File: src/rtl/color_sampler_if.sv
// rtl/color_sampler_if.sv - request/result bundle between a host and color_sampler
interface color_sampler_if;
   logic       start;
   logic       valid;
   logic       busy;
   logic [7:0] r_edge;
   logic [7:0] g_edge;
   logic [7:0] b_edge;
   logic [7:0] r_corner;
   logic [7:0] g_corner;
   logic [7:0] b_corner;

   modport master (
      output start,
      input  valid, busy,
      input  r_edge, g_edge, b_edge,
      input  r_corner, g_corner, b_corner
   );

   modport slave (
      input  start,
      output valid, busy,
      output r_edge, g_edge, b_edge,
      output r_corner, g_corner, b_corner
   );
endinterface

File: src/rtl/color_sampler.sv
// rtl/color_sampler.sv - sequences S2/S3 through R/G/B, gates pulse counts from two
// colour sensors and publishes six scaled readings as one coherent set.
module color_sampler #(
   parameter int GATE_CYCLES   = 65000,
   parameter int SETTLE_CYCLES = 6500,
   parameter int CNT_W         = 16,
   parameter int SHIFT         = 4
)(
   input  logic clock,
   input  logic reset_n,
   input  logic freq_edge,
   input  logic freq_corner,
   output logic s2,
   output logic s3,
   color_sampler_if.slave bus
);

   localparam int MAXC = (GATE_CYCLES > SETTLE_CYCLES) ? GATE_CYCLES : SETTLE_CYCLES;
   localparam int TW   = $clog2(MAXC + 1);

   localparam logic [TW-1:0]    SETTLE_LAST = TW'(SETTLE_CYCLES - 1);
   localparam logic [TW-1:0]    GATE_LAST   = TW'(GATE_CYCLES - 1);
   localparam logic [CNT_W-1:0] CNT_MAX     = '1;

   localparam logic [1:0] ST_IDLE   = 2'd0;
   localparam logic [1:0] ST_SETTLE = 2'd1;
   localparam logic [1:0] ST_COUNT  = 2'd2;
   localparam logic [1:0] ST_DONE   = 2'd3;

   localparam logic [1:0] C_RED   = 2'd0;
   localparam logic [1:0] C_GREEN = 2'd1;
   localparam logic [1:0] C_BLUE  = 2'd2;

   localparam logic [1:0] F_RED   = 2'b00;
   localparam logic [1:0] F_GREEN = 2'b11;
   localparam logic [1:0] F_BLUE  = 2'b01;
   localparam logic [1:0] F_CLEAR = 2'b10;

   logic [1:0]       state;
   logic [1:0]       colour;
   logic [1:0]       filt;
   logic [TW-1:0]    timer;
   logic [2:0]       sync_e;
   logic [2:0]       sync_c;
   logic [CNT_W-1:0] cnt_e;
   logic [CNT_W-1:0] cnt_c;
   logic [CNT_W-1:0] cnt_e_next;
   logic [CNT_W-1:0] cnt_c_next;
   logic             rise_e;
   logic             rise_c;
   logic [7:0]       hold_r_e, hold_g_e, hold_r_c, hold_g_c;

   function automatic logic [7:0] scale(input logic [CNT_W-1:0] c);
      logic [31:0] w;
      w = 32'(c) >> SHIFT;
      return (w > 32'd255) ? 8'hFF : w[7:0];
   endfunction

   assign s2 = filt[1];
   assign s3 = filt[0];

   // bits [1:0] are the synchronizer, bit 2 remembers the previous level
   assign rise_e = sync_e[1] & ~sync_e[2];
   assign rise_c = sync_c[1] & ~sync_c[2];

   always_comb begin
      cnt_e_next = cnt_e;
      cnt_c_next = cnt_c;
      if (rise_e && (cnt_e != CNT_MAX)) cnt_e_next = cnt_e + CNT_W'(1);
      if (rise_c && (cnt_c != CNT_MAX)) cnt_c_next = cnt_c + CNT_W'(1);
   end

   always_ff @(posedge clock or negedge reset_n) begin
      if (!reset_n) begin
         sync_e <= 3'b000;
         sync_c <= 3'b000;
      end else begin
         sync_e <= {sync_e[1:0], freq_edge};
         sync_c <= {sync_c[1:0], freq_corner};
      end
   end

   always_ff @(posedge clock or negedge reset_n) begin
      if (!reset_n) begin
         state        <= ST_IDLE;
         colour       <= C_RED;
         filt         <= F_CLEAR;
         timer        <= '0;
         cnt_e        <= '0;
         cnt_c        <= '0;
         hold_r_e     <= 8'd0;
         hold_g_e     <= 8'd0;
         hold_r_c     <= 8'd0;
         hold_g_c     <= 8'd0;
         bus.valid    <= 1'b0;
         bus.busy     <= 1'b0;
         bus.r_edge   <= 8'd0;
         bus.g_edge   <= 8'd0;
         bus.b_edge   <= 8'd0;
         bus.r_corner <= 8'd0;
         bus.g_corner <= 8'd0;
         bus.b_corner <= 8'd0;
      end else begin
         bus.valid <= 1'b0;
         case (state)
            ST_IDLE: begin
               if (bus.start) begin
                  state    <= ST_SETTLE;
                  colour   <= C_RED;
                  filt     <= F_RED;
                  bus.busy <= 1'b1;
                  timer    <= '0;
               end
            end
            ST_SETTLE: begin
               cnt_e <= '0;
               cnt_c <= '0;
               if (timer == SETTLE_LAST) begin
                  timer <= '0;
                  state <= ST_COUNT;
               end else begin
                  timer <= timer + TW'(1);
               end
            end
            ST_COUNT: begin
               if (timer == GATE_LAST) begin
                  timer <= '0;
                  cnt_e <= '0;
                  cnt_c <= '0;
                  case (colour)
                     C_RED: begin
                        hold_r_e <= scale(cnt_e_next);
                        hold_r_c <= scale(cnt_c_next);
                        colour   <= C_GREEN;
                        filt     <= F_GREEN;
                        state    <= ST_SETTLE;
                     end
                     C_GREEN: begin
                        hold_g_e <= scale(cnt_e_next);
                        hold_g_c <= scale(cnt_c_next);
                        colour   <= C_BLUE;
                        filt     <= F_BLUE;
                        state    <= ST_SETTLE;
                     end
                     default: begin
                        // blue goes straight to the outputs so all six appear together in DONE
                        bus.r_edge   <= hold_r_e;
                        bus.g_edge   <= hold_g_e;
                        bus.b_edge   <= scale(cnt_e_next);
                        bus.r_corner <= hold_r_c;
                        bus.g_corner <= hold_g_c;
                        bus.b_corner <= scale(cnt_c_next);
                        bus.valid    <= 1'b1;
                        filt         <= F_CLEAR;
                        state        <= ST_DONE;
                     end
                  endcase
               end else begin
                  cnt_e <= cnt_e_next;
                  cnt_c <= cnt_c_next;
                  timer <= timer + TW'(1);
               end
            end
            default: begin
               state    <= ST_IDLE;
               bus.busy <= 1'b0;
            end
         endcase
      end
   end

endmodule

File: src/flat_wrapper.sv
// flat-port wrapper written by rule: the top's interface ports become plain ports
module color_sampler_flat 
#(
   parameter int GATE_CYCLES   = 65000,
   parameter int SETTLE_CYCLES = 6500,
   parameter int CNT_W         = 16,
   parameter int SHIFT         = 4
)
  (clock, reset_n, freq_edge, freq_corner, s2, s3, bus_start, bus_valid, bus_busy, bus_r_edge, bus_g_edge, bus_b_edge, bus_r_corner, bus_g_corner, bus_b_corner);
  color_sampler_if bus_i ();
  input  logic clock;
  input  logic reset_n;
  input  logic freq_edge;
  input  logic freq_corner;
  output logic s2;
  output logic s3;
  input wire logic [$bits(bus_i.start)-1:0] bus_start;
  output wire logic [$bits(bus_i.valid)-1:0] bus_valid;
  output wire logic [$bits(bus_i.busy)-1:0] bus_busy;
  output wire logic [$bits(bus_i.r_edge)-1:0] bus_r_edge;
  output wire logic [$bits(bus_i.g_edge)-1:0] bus_g_edge;
  output wire logic [$bits(bus_i.b_edge)-1:0] bus_b_edge;
  output wire logic [$bits(bus_i.r_corner)-1:0] bus_r_corner;
  output wire logic [$bits(bus_i.g_corner)-1:0] bus_g_corner;
  output wire logic [$bits(bus_i.b_corner)-1:0] bus_b_corner;
  assign bus_i.start = bus_start;
  assign bus_valid = bus_i.valid;
  assign bus_busy = bus_i.busy;
  assign bus_r_edge = bus_i.r_edge;
  assign bus_g_edge = bus_i.g_edge;
  assign bus_b_edge = bus_i.b_edge;
  assign bus_r_corner = bus_i.r_corner;
  assign bus_g_corner = bus_i.g_corner;
  assign bus_b_corner = bus_i.b_corner;
  color_sampler #(.GATE_CYCLES(GATE_CYCLES), .SETTLE_CYCLES(SETTLE_CYCLES), .CNT_W(CNT_W), .SHIFT(SHIFT)) u_core (.clock(clock), .reset_n(reset_n), .freq_edge(freq_edge), .freq_corner(freq_corner), .s2(s2), .s3(s3), .bus(bus_i));
endmodule
File: config.mk
export PLATFORM = sky130hd
export DESIGN_NAME = color_sampler_flat
export DESIGN_NICKNAME = d
export VERILOG_FILES = /design/src/rtl/color_sampler_if.sv /design/src/rtl/color_sampler.sv /design/src/flat_wrapper.sv
export SDC_FILE = /design/constraint.sdc
export NUM_CORES = 1
export LEC_CHECK = 0
export BUFFER_PORTS_ARGS = -buffer_cell sky130_fd_sc_hd__buf_2
export CORE_AREA = 2 2 83 165
export CTS_BUF_LIST = sky130_fd_sc_hd__clkbuf_4 sky130_fd_sc_hd__clkbuf_8
export DETAILED_ROUTE_END_ITERATION = 6
export DIE_AREA = 0 0 85 167
export PLACE_DENSITY = 0.73
export SLEW_MARGIN = 20
export SYNTH_ARGS = -nofsm -noshare
export SYNTH_HDL_FRONTEND = slang
export SYNTH_SLANG_ARGS = --single-unit
export TNS_END_PERCENT = 1
File: constraint.sdc
create_clock -name clock -period 2.75 [get_ports clock]
set_input_delay 0.275 -clock clock [delete_from_list [all_inputs] [get_ports clock]]
set_output_delay 0.275 -clock clock [all_outputs]
set_load 0.1 [all_outputs]
Yosys cells after proc, flatten, opt, wreduce, memory -nomap -nowiden:

Cells that the tools add are included.

* muxes and demuxes: 29
* eq/ne operators: 13
* bitwise operators: 6
* $add $sub $neg: 3
* order comparisons: 2
* reduce and logical (&&, ||, !) cells: 19

Operators by type and width (number)
* 2-to-1 mux 16 bit: 7
* one-hot mux 16 bit (2 select lines): 2
* adder 16 x 1 -> 16 bit, second input constant: 3
* one-hot mux 16 bit (3 select lines): 1
* inequality test 16 bit, second input constant: 2
* greater-than comparator 12 x 8 -> 1 bit, second input constant: 2
* equality test 16 x 13 -> 1 bit, second input constant: 1
* equality test 16 bit, second input constant: 1
* 2-to-1 mux 8 bit: 2
* one-hot mux 2 bit (2 select lines): 4
* AND reduction 3 bit: 5
* 2-to-1 mux 2 bit: 7
* AND reduction 2 bit: 4
* inequality test 3 x 1 -> 1 bit, second input constant: 2
* one-hot mux 2 bit (3 select lines): 1
* equality test 2 x 1 -> 1 bit, second input constant: 2
* logical NOT 2 bit: 2
* 2-to-1 mux 1 bit: 4
* inequality test 2 x 1 -> 1 bit, second input constant: 2
* inverter 1 bit: 4
* AND reduction 4 bit: 1
* nonzero test 2 bit: 2
* OR reduction 2 bit: 2
* inequality test 3 bit, second input constant: 1
* 6 further kinds: 8

* register bits after elaboration: 142

Longest topological paths before layout:

Gate-level depths: netlist (run 1).

* depth after elaboration: 6
* depth in mapped cells: 9
* gate-level depth less buffers: 7

Worst setup path before layout (run 1):

Ideal clock, no wire load.

* kind: register to register
* start point: register u_core.state[0]
* end point: register u_core.timer[10]
* clock period less this slack: 2130 ps
* slack: 620 ps
* setup time: 125 ps
* required time: 2625 ps
* stages on the path, launching flop included: 10
* arrival: 2005 ps
* cells stage by stage: dfrtp_1 inv_1 ha_1 nor2b_1 buf_6 or4_1 buf_2 o21a_1 o221ai_1 nand2_1

* longest elaborated chain between the ends: 3
* elaborated cells between the ends (all ways): 7
* those cells by class: 3 x eq/ne; 1 x mux; 3 x reduce/logical

Ends and longest elaborated chain
* start: declaration: line color_sampler.sv:39 `logic [1:0] state;`
* start signal: assignment: line color_sampler.sv:85 `state <= ST_IDLE;`
* start signal: assignment: line color_sampler.sv:108 `state <= ST_SETTLE;`
* start signal: assignment: line color_sampler.sv:120 `state <= ST_COUNT;`
* equality test 2 x 1 -> 1 bit (tied with other cells): line color_sampler.sv:105 `case (state)`
* nonzero test 3 bit (no line) / inequality test 2 bit (equally long branches)
* AND reduction 2 bit (no line)
* end signal: assignment: line color_sampler.sv:122 `timer <= timer + TW'(1);`
* end signal: assignment: line color_sampler.sv:161 `timer <= timer + TW'(1);`
* end: declaration: line color_sampler.sv:42 `logic [TW-1:0] timer;`

Several ways; a longest one is shown, not always the timed one.
A chain may end at the register's enable or synchronous reset.

Worst setup path in the final report (run 1):

* start point: register u_core.state[0]
* end point: register u_core.hold_g_e[6]

* longest elaborated chain between the ends: 2

Ends and longest elaborated chain
* equality test 2 bit: line color_sampler.sv:105
* AND reduction 3 bit (no line)
* end signal: assignment: line color_sampler.sv:139 `hold_g_e <= scale(cnt_e_next);`
* end: declaration: line color_sampler.sv:51 `logic [7:0] hold_r_e, hold_g_e, hold_r_c, hold_g_c;`

No other way between the ends.

==> flow_metrics.py, run 1 <==
metrics = {
    "routing": {
        "wl_per_cell_um": 18.4,
        "via_count": 5502,
        "ant_nets": 0,
        "viasPerCell": 6.26,
        "dr.pass1.iters": 5,
        "route.detailed.drc": 0,
        "drt_iter0_markers": 281,
        "wl_mm": 16.1,
    },
    "yosys": {
        "ys.warnings.count": 0,
        "yosys.area_share.simple_pct": 18.6,
        "async_flop_share_pct": 100,
        "synthAdderAreaFrac_pct": 1.42,
        "ys_top_cells_by_area": "dfrtp_1 50%, mux2_2 5.4%, a21oi_1 3.7%, o22a_1 3.0%, nor2_1 2.5%",
        "ys_seq_area_share_pct": 50.5,
        "synthMuxAreaShare_pct": 5.89,
        "synth_flop_cell": "dfrtp_1",
        "synth_compound_area_share_pct": 17.3,
        "synth_top_family_by_area": "simple AND/OR/NAND/NOR gates",
        "syn_inst": 653,
        "synth-xor-area-share_pct": 2.97,
        "syn_area_um2": 7040,
        "yosysTopAreaCellShare_pct": 50.2,
        "synth-edff-count": 0,
        "synth_cell_type_count": 77,
        "synth_seq_cells": 142,
        "syn-num-nets": 666,
        "synth.avg_cell_area_um2": 10.8,
        "yosys.area.top_type": "dfrtp_1",
    },
    "timing": {
        "whs_ns": 0.202,
        "fin_setup_tns_ns": 0,
        "drv_slew": 0,
        "finalClockSkew_ns": 0.0127,
        "max_freq_mhz": 414,
        "fin_crit_sh_pct": 87.8,
        "maxSlewHeadroom_pct": 51.1,
        "tightest_slew_ns": 0.733,
        "rsz0062_at_grt": "false",
        "finalHoldViolations": 0,
        "timing.final.crit_period_ns": 2.41,
        "setup_viol": 0,
    },
    "worst_setup_path": {
        "crit_end": "u_core.hold_g_e[6]$_DFFE_PN0P_",
        "r2r-start": "u_core.state[0]$_DFFE_PN0P_",
        "crit_cells": 7,
        "crit_top_cell": "inv_1",
        "worstSetupPathType": "reg2reg",
        "rr_worst_depth": 7,
        "slowest_stage": "a2111oi_4",
        "crit_start": "u_core.state[0]$_DFFE_PN0P_",
        "cp-end-kind": "register",
        "worstPathArrival_ns": 2.72,
        "crit_family": "compound AO/OA/AOI/OAI gates",
        "path_cells": "inv_1, ha_1, inv_1, nor2_1, nand4_1, a2111oi_4, a21oi_1",
        "rr_endpoint": "u_core.hold_g_e[6]$_DFFE_PN0P_",
        "slowest_delay_ns": 0.53,
        "required_ns": 3.05,
        "path_buf_inv": 2,
        "ff2ff_setup_slack_ns": 0.34,
        "startpoint_type": "register",
        "cp_max_fo": 12,
    },
    "cts": {
        "htreeDepth": 4,
        "post_cts_buffers": 0,
        "cts_sinks": 142,
        "insertion_delay_ns": 0.45,
        "cts_buffer_depth": 2,
        "cts_tree": "yes",
        "cts_buffers": 17,
        "cts-root-buf": "clkbuf_8",
        "cts.clk_slew.worst_paths_ns": 0.08,
    },
    "floorplan": {
        "die_h_um": 167,
        "dieArea_um2": 14200,
        "ios": 57,
        "rows": 59,
        "initial_core_util_pct": 54.5,
        "core_region_area_um2": 12900,
        "die_w_um": 85,
    },
    "finish": {
        "drive_above_1_share_pct": 22.7,
        "diodes": 0,
        "fillCellCount": 1100,
        "layout.nets": 728,
        "area_growth_pct": 12.5,
    },
    "run_status": {
        "status": "finished clean",
    },
    "power": {
        "power_density_nw_per_um2": 514,
        "netSwitchingFraction_pct": 26.8,
        "p_sw_uw": 1090,
        "p_clk_share_pct": 40.4,
        "p_int_uw": 2980,
        "sequentialPowerShare_pct": 54.5,
        "comb_power_share_pct": 5.1,
        "power.total_uw": 4070,
        "max-vdd-ir-drop_mv": 0.373,
        "p_leak_uw": 0.00378,
    },
    "placement": {
        "dp_hpwl_mm": 11.7,
        "port-buffer-count": 56,
        "gp_congestion": 0.941,
    },
    "global_routing": {
        "grt_overflow": 0,
        "grt_pass1_wl_mm": 26.7,
        "grt_antenna_before_repair": 0,
        "grt_max_degree": 78,
        "first_global_vias": 5621,
        "gr-usage-all-layers_pct": 23.4,
    },
    "flow_run": {
        "max_cap_violations": 0,
    },
    "worst_hold_path": {
        "hold_path_class": "in2reg",
    },
}
synthesized netlist by cell type (all sizes together) (7+ instances only):
cell,number
buf,24
nor4,12
o21ai,32
nand4,25
xnor2,18
nor3,26
o22a,24
dfrtp,141
nor2,46
nand3,18
clkbuf,8
inv,17
or3,7
and4,10
a22o,8
a21oi,53
nand2,39
and3,9
a21o,14
ha,8
mux2,35
cells in the final DEF (no fill, tap or decap), types with 17 or more instances in the layout:
| master | instances |
|---|---|
| mux2_2 | 34 |
| nor3_1 | 23 |
| nand4_1 | 23 |
| nor2_1 | 46 |
| o22a_1 | 24 |
| buf_2 | 55 |
| a21oi_1 | 52 |
| xnor2_1 | 17 |
| o21ai_0 | 27 |
| nand2_1 | 38 |
| nand3_1 | 18 |
| inv_1 | 17 |
| dfrtp_1 | 141 |
| clkbuf_8 | 17 |
sequential cells by signal (all words and copies together), names as in the netlist, 8 cells and up:
register / flops
u_core.bus.b_edge: 8
u_core.cnt_c: 16
u_core.hold_g_c: 8
u_core.bus.r_corner: 8
u_core.bus.r_edge: 8
u_core.hold_g_e: 8
u_core.bus.g_corner: 8
u_core.cnt_e: 16
u_core.hold_r_c: 8
u_core.bus.g_edge: 8
u_core.bus.b_corner: 8
u_core.timer: 16
u_core.hold_r_e: 8
per-layer routing:
| metal | GRT usage [%] | routed length [um] | vias up | share of wire [%] |
|---|---|---|---|---|
| met2 | 41.1 | 8630 | 184 | 53 |
| met3 | 4.71 | 659 | 50 | 4.1 |
| met1 | 26.0 | 6190 | 2728 | 38 |
| li1 | - | - | 2540 | - |
| met5 | 0 | 0 | - | 0 |
| met4 | 12.8 | 652 | 0 | 4.0 |
worst min-delay path by stage:
stage                                     from                                 end  slack [ns]  cells past startpoint
floorplan                              reset_n  u_core.bus.b_corner[0]$_DFFE_PN0P_       -0.02                      0
global placement    u_core.sync_e[0]$_DFF_PN0_          u_core.sync_e[1]$_DFF_PN0_        0.33                      0
detailed placement  u_core.sync_c[0]$_DFF_PN0_          u_core.sync_c[1]$_DFF_PN0_        0.34                      0
CTS                                  bus_start         u_core.bus.busy$_DFFE_PN0P_        0.18                      3
global route                         bus_start         u_core.bus.busy$_DFFE_PN0P_        0.20                      3
finish                               bus_start         u_core.bus.busy$_DFFE_PN0P_        0.20                      3
worst min-delay path, stage by stage:
cell     delay (ns)
buf_2          0.14
a21oi_1        0.15
a21oi_1        0.05
timing repair:
item                                   in CTS  in global routing
endpoints found under the hold margin      76                  0
resized for setup                           0                  0
setup endpoints to repair                   0                  0
hold buffers                                3                  0
cell families (layout without fill, tap and decap cells):
family                   after synthesis  count (layout)
flip-flops                           142             142
multiplexers                          37              37
XOR/XNOR                              23              23
AND/OR/NAND/NOR                      225             225
buffers and inverters                 50             124
adder cells (fa/ha/maj)                8               8
AO/OA/AOI/OAI                        168             168
power by group through the flow:
stage          clock [uW]  sequential (uW)  combinational, uW
2_1_floorplan           0             2240                128
3_3_place_gp            0             2250                198
3_5_place_dp            0             2260                206
4_1_cts              1690             2220                210
5_1_grt              1780             2230                234
6_report             1640             2220                207
through the flow:
stage / worst slack [ns] / area [um^2] / cells / util [%]
detailed placement: 0.367 / 7500 / 845 / 58.1
global placement: 0.414 / 7500 / 845 / 58.1
global route: 0.116 / 7920 / 879 / 61.3
CTS: 0.316 / 7920 / 879 / 61.3
finish: 0.337 / 7920 / 879 / 61.3
floorplan: 0.620 / 7040 / 653 / -
final cells by class:
type                    count  area (um^2)  area share [%]
inverters                  18         67.6           0.853
flip-flops and latches    142         3550            44.9
clock buffers              17          234            2.96
clock inverters            14          150            1.90
repair buffers             75          462            5.83
well taps                 152          190            2.40
multi-input cells         461         3260            41.2
No activity file was read; power rests on OpenSTA's default activity.
==> run 2, diff against run 1 <==
--- a/config.mk
+++ b/config.mk
@@ -5,6 +5,7 @@
 export SDC_FILE = /design/constraint.sdc
 export NUM_CORES = 1
 export LEC_CHECK = 0
+export ABC_AREA = 1
 export BUFFER_PORTS_ARGS = -buffer_cell sky130_fd_sc_hd__buf_2
 export CORE_AREA = 2 2 83 165
 export CTS_BUF_LIST = sky130_fd_sc_hd__clkbuf_4 sky130_fd_sc_hd__clkbuf_8
==> flow_metrics.py, run 2 <==
metrics = {
    "yosys": {
        "async_flop_share_pct": 100,
        "synth_flop_cell": "dfrtp_1",
        "syn_area_um2": 7040,
        "ys_seq_area_share_pct": 50.5,
        "synth-edff-count": 0,
        "yosys.area_share.simple_pct": 34.5,
        "synth.avg_cell_area_um2": 8.05,
        "ys_top_cells_by_area": "dfrtp_1 50%, nand2_1 19%, nor2_1 3.2%, inv_1 3.1%, nand3_1 2.8%",
        "synth_compound_area_share_pct": 5.58,
        "synth_top_family_by_area": "simple AND/OR/NAND/NOR gates",
        "synth_top_cells_by_count": "362 x nand2_1, 141 x dfrtp_1, 60 x nor2_1",
        "syn_inst": 874,
        "ys.warnings.count": 0,
        "synth_most_common_cell": "nand2_1",
        "synthMuxAreaShare_pct": 0.142,
        "synth_cell_type_count": 38,
        "yosys.area.top_type": "dfrtp_1",
        "yosysTopAreaCellShare_pct": 50.1,
        "synth_seq_cells": 142,
        "synth-xor-area-share_pct": 2.36,
        "synthAdderAreaFrac_pct": 1.42,
        "syn-num-nets": 887,
    },
    "cts": {
        "cts_buffers": 17,
        "post_cts_buffers": 0,
        "cts_tree": "yes",
        "cts_buffer_depth": 2,
        "htreeDepth": 4,
        "cts_sinks": 142,
        "insertion_delay_ns": 0.45,
        "ctsResizeCount": 0,
        "cts-root-buf": "clkbuf_8",
        "cts.clk_slew.worst_paths_ns": 0.09,
    },
    "global_routing": {
        "gr-usage-all-layers_pct": 25.2,
        "grt_antenna_before_repair": 0,
        "grt_pass1_wl_mm": 28.5,
        "grt_max_degree": 77,
        "first_global_vias": 6028,
        "grt_overflow": 0,
    },
    "floorplan": {
        "ios": 57,
        "rows": 59,
        "core_region_area_um2": 12900,
        "die_w_um": 85,
        "initial_core_util_pct": 54.5,
        "die_h_um": 167,
        "dieArea_um2": 14200,
    },
    "timing": {
        "max_freq_mhz": 463,
        "timing.final.crit_period_ns": 2.16,
        "maxSlewHeadroom_pct": 44.7,
        "fin_setup_tns_ns": 0,
        "fin_crit_sh_pct": 78.5,
        "drv_slew": 0,
        "setup_viol": 0,
        "tightest_slew_ns": 0.828,
        "rsz0062_at_grt": "false",
        "finalClockSkew_ns": 0.0151,
        "finalHoldViolations": 0,
    },
    "placement": {
        "gp_congestion": 0.957,
        "dp_hpwl_mm": 12.3,
        "port-buffer-count": 56,
    },
    "worst_setup_path": {
        "slowest_delay_ns": 0.41,
        "path_buf_inv": 0,
        "crit_family": "simple AND/OR/NAND/NOR gates",
        "path_cells": "ha_1, nand2_1, nor2_4, nand3_2, nor2_2, nand3_2, a21oi_4, nand3_2, nand2_1, nand2_1",
        "r2r-start": "u_core.cnt_e[0]$_DFFE_PN0P_",
        "slowest_stage": "dfrtp_1",
        "cp_max_fo": 8,
        "startpoint_type": "register",
        "required_ns": 3.09,
        "worstSetupPathType": "reg2reg",
        "crit_start": "u_core.cnt_e[0]$_DFFE_PN0P_",
        "worstPathArrival_ns": 2.49,
        "cp-end-kind": "register",
    },
    "routing": {
        "wl_met3_um": 464,
        "wl_met2_mm": 9.32,
        "wl_per_cell_um": 15.2,
        "ant_nets": 0,
        "drt_iter0_markers": 358,
        "top_layer_used": "met4",
        "drt-met1-wl_mm": 6.35,
        "wl_mm": 16.8,
        "dr.pass1.iters": 5,
        "route.detailed.drc": 0,
        "viasPerCell": 5.37,
        "via_count": 5933,
    },
    "finish": {
        "final_common_cell": "nand2_1",
        "drive_above_1_share_pct": 17.9,
        "layout_common_cells": "362 x nand2_1, 141 x dfrtp_1, 60 x nor2_1",
        "layout.nets": 953,
        "area_growth_pct": 12.8,
        "top_regs": "u_core.cnt_c: 16 flops, u_core.cnt_e: 16 flops, u_core.timer: 16 flops",
        "final_core_utilization_pct": 61.5,
        "diodes": 0,
    },
    "power": {
        "p_leak_uw": 0.00420,
        "max-vdd-ir-drop_mv": 0.748,
        "power_density_nw_per_um2": 664,
    },
    "flow_run": {
        "max_cap_violations": 0,
    },
    "worst_hold_path": {
        "hold_path_class": "in2reg",
        "holdCritStartpoint": "bus_start",
    },
    "run_status": {
        "status": "finished clean",
    },
}
## run 2: cell families after synthesis
group,after synthesis
AO/OA/AOI/OAI,66
flip-flops,142
multiplexers,1
buffers and inverters,95
adder cells (fa/ha/maj),8
AND/OR/NAND/NOR,543
XOR/XNOR,19
## run 2: power breakdown
group / leakage [uW] / switching [uW] / internal (uW)
clock: 0.000197 / 926 / 774
sequential: 0.00196 / 137 / 2210
combinational: 0.00205 / 915 / 306
total: 0.00420 / 1980 / 3290
## run 2: path summary, 6_finish.rpt
kind | cells past startpoint | endpoint | slack (ns)
setup / recovery | 10 | u_core.bus.b_edge[6]$_DFFE_PN0P_ | 0.59
max in group asynchronous | 3 | u_core.timer[14]$_DFFE_PN0P_ | 1.59
setup reg to reg | 10 | u_core.bus.b_edge[6]$_DFFE_PN0P_ | 0.59
hold reg to reg | 0 | u_core.sync_e[1]$_DFF_PN0_ | 0.36
hold / removal | 3 | u_core.bus.busy$_DFFE_PN0P_ | 0.13
min in group asynchronous | 2 | u_core.cnt_c[14]$_DFFE_PN0N_ | 0.42
## run 2: layout make-up
type / count / area, um^2
Clock buffer: 18 / 248
Tap cell: 152 / 190
Sequential cell: 142 / 3550
Timing Repair Buffer: 70 / 424
Fill cell: 1150 / 4980
Inverter: 72 / 278
Clock inverter: 14 / 145
Multi-Input combinational cell: 637 / 3100
## run 2: worst reg2reg max path, cell delays in order (launching register included)
cell	delay [ns]
dfrtp_1	0.41
ha_1	0.24
nand2_1	0.11
nor2_4	0.21
nand3_2	0.12
nor2_2	0.13
nand3_2	0.13
a21oi_4	0.37
nand3_2	0.19
nand2_1	0.09
nand2_1	0.05
## run 2: repair_timing
item                                   4_1_cts  5_1_grt
setup endpoints to repair                    0        0
hold buffers                                 3        0
endpoints found under the hold margin       74        0
## run 2: layer usage
| layer | GRT usage (%) | vias to the layer above |
|---|---|---|
| met1 | 28.1 | 2849 |
| met2 | 45.9 | 140 |
| met3 | 3.96 | 50 |
| met4 | 11.7 | 0 |
| li1 | - | 2894 |
| met5 | 0 | - |
## run 2: per-stage QoR
step	std cells	cell area (um^2)	hold WS, ns	worst slack (ns)	total power [uW]
after floorplan	874	7040	-0.0206	0.885	3210
after global placement	1070	7520	0.337	0.625	3570
after detailed placement	1070	7520	0.340	0.609	3600
after CTS	1105	7940	0.125	0.598	5290
after global routing	1105	7940	0.176	0.355	5530
final	1105	7940	0.127	0.592	5270
==> run 3, diff against run 2 <==
==> constraint.sdc (replaced) <==
create_clock -name clock -period 2.05 [get_ports clock]
set_input_delay 0.205 -clock clock [delete_from_list [all_inputs] [get_ports clock]]
set_output_delay 0.205 -clock clock [all_outputs]
set_load 0.1 [all_outputs]
==> flow_metrics.py, run 3 (synthesis results as in run 2) <==
metrics = {
    "timing": {
        "tightest_slew_ns": 0.527,
        "rsz0062_at_grt": "true",
        "fin_crit_sh_pct": 93.6,
        "timing.final.crit_period_ns": 1.92,
        "finalHoldViolations": 0,
        "max_freq_mhz": 521,
        "drv_slew": 0,
        "maxSlewHeadroom_pct": 64.8,
        "fin_setup_tns_ns": 0,
        "setup_viol": 0,
        "whs_ns": 0.0800,
        "finalClockSkew_ns": 0.0192,
    },
    "cts": {
        "cts-root-buf": "clkbuf_8",
        "cts_tree": "yes",
        "cts_sinks": 142,
        "cts.clk_slew.worst_paths_ns": 0.09,
        "insertion_delay_ns": 0.45,
        "cts_buffer_depth": 2,
        "htreeDepth": 4,
        "cts_buffers": 17,
    },
    "finish": {
        "instances_no_fill": 1121,
        "drive_above_1_share_pct": 19.8,
        "area_growth_pct": 15.9,
        "top_regs": "u_core.cnt_c: 16 flops, u_core.cnt_e: 16 flops, u_core.timer: 16 flops",
        "fillCellCount": 1114,
        "layout_common_cells": "360 x nand2_1, 141 x dfrtp_1, 59 x nor2_1, 59 x inv_1, 55 x buf_2",
        "layout.nets": 970,
        "final_common_cell": "nand2_1",
        "diodes": 0,
    },
    "power": {
        "max-vdd-ir-drop_mv": 0.851,
        "power_density_nw_per_um2": 899,
        "p_leak_uw": 0.00432,
        "power.total_uw": 7330,
    },
    "routing": {
        "drt_iter0_markers": 319,
        "dr.pass1.iters": 7,
        "route.detailed.drc": 0,
        "wl_per_cell_um": 14.9,
        "wl_mm": 16.7,
        "ant_nets": 0,
        "viasPerCell": 5.25,
        "via_count": 5882,
    },
    "floorplan": {
        "rows": 59,
        "die_w_um": 85,
        "die_h_um": 167,
        "initial_core_util_pct": 54.5,
        "dieArea_um2": 14200,
        "ios": 57,
        "core_region_area_um2": 12900,
    },
    "global_routing": {
        "gr-usage-all-layers_pct": 25.3,
        "grt_antenna_before_repair": 0,
        "grt_max_degree": 56,
        "first_global_vias": 5987,
        "grt_overflow": 0,
        "grt_pass1_wl_mm": 28.8,
    },
    "worst_setup_path": {
        "crit_start": "u_core.cnt_c[1]$_DFFE_PN0P_",
        "path_cells": "ha_4, nand2_2, nor2_4, nand4_4, nand2_4, inv_2, o21ai_1, nand3_2, nand2_1, nand2_1",
        "worstSetupPathType": "reg2reg",
        "cp_max_fo": 12,
        "r2r-start": "u_core.cnt_c[1]$_DFFE_PN0P_",
        "required_ns": 2.40,
        "slowest_stage": "dfrtp_1",
        "crit_family": "simple AND/OR/NAND/NOR gates",
        "path_buf_inv": 1,
        "ff2ff_setup_slack_ns": 0.13,
        "startpoint_type": "register",
        "crit_top_cell": "nand2_1",
        "worstPathArrival_ns": 2.26,
        "slowest_delay_ns": 0.44,
        "cp-end-kind": "register",
    },
    "worst_hold_path": {
        "holdCritStartpoint": "bus_start",
        "hold_path_class": "in2reg",
    },
    "placement": {
        "dp.cells": 1087,
        "dp_hpwl_mm": 12.0,
        "gp_congestion": 0.919,
        "port-buffer-count": 56,
    },
    "flow_run": {
        "max_cap_violations": 0,
    },
    "run_status": {
        "status": "finished clean",
    },
}
==> run 3: changes by cell type in the layout (fill, tap and decap cells not counted), sizes merged <==
cell	delta
clkbuf	-1
buf	+17
inv	-3
clkinv	+2
bufinv	+1
==> run 3: cell type report <==
cell class	count	area (um^2)	area share, %
clock buffer	17	234	2.87
multi-input combinational	637	3130	38.3
tap	152	190	2.33
clock inverter	14	178	2.18
inverter	72	280	3.44
timing repair buffer	87	593	7.27
sequential	142	3550	43.6
==> run 3: power breakdown <==
group          internal [uW]  total [uW]  switching (uW)
Clock                   1130        2390            1260
Sequential              2960        3130             169
Combinational            544        1810            1270
==> run 3: stage by stage <==
stage,area (um^2),util (%),setup slack [ns]
5_1_grt,8160,63.1,-0.0158
3_3_place_gp,7680,59.5,0.102
4_1_cts,8120,62.9,0.0690
3_5_place_dp,7680,59.5,0.0968
2_1_floorplan,7040,-,0.185
6_report,8160,63.1,0.132
==> run 3: final timing paths <==
path | cells past startpoint | to
worst max-delay path | 10 | u_core.bus.b_corner[0]$_DFFE_PN0P_
worst min-delay path | 3 | u_core.bus.busy$_DFFE_PN0P_
worst max register to register | 10 | u_core.bus.b_corner[0]$_DFFE_PN0P_
worst min register to register | 0 | u_core.sync_c[1]$_DFF_PN0_
max in group asynchronous | 3 | u_core.sync_e[1]$_DFF_PN0_
min in group asynchronous | 2 | u_core.cnt_c[6]$_DFFE_PN0N_
==> run 3: layer usage <==
layer / vias to the layer above / global-route usage [%] / share of wire (%)
met2: 111 / 45.0 / 55
met3: 37 / 4.11 / 2.5
li1: 2936 / - / -
met1: 2798 / 29.7 / 40
met4: 0 / 10.6 / 2.7
met5: - / 0 / 0
==> run 3: repair_timing <==
item                                    CTS  global route
setup buffers                             0             0
resized for setup                         0             9
endpoints found under the setup margin    0            50
hold endpoints to repair                 52             0
hold buffers                              3             0
==> run 3: worst min-delay path, stage by stage <==
cell	delay, ns
buf_2	0.10
a21oi_1	0.06
a21oi_1	0.12
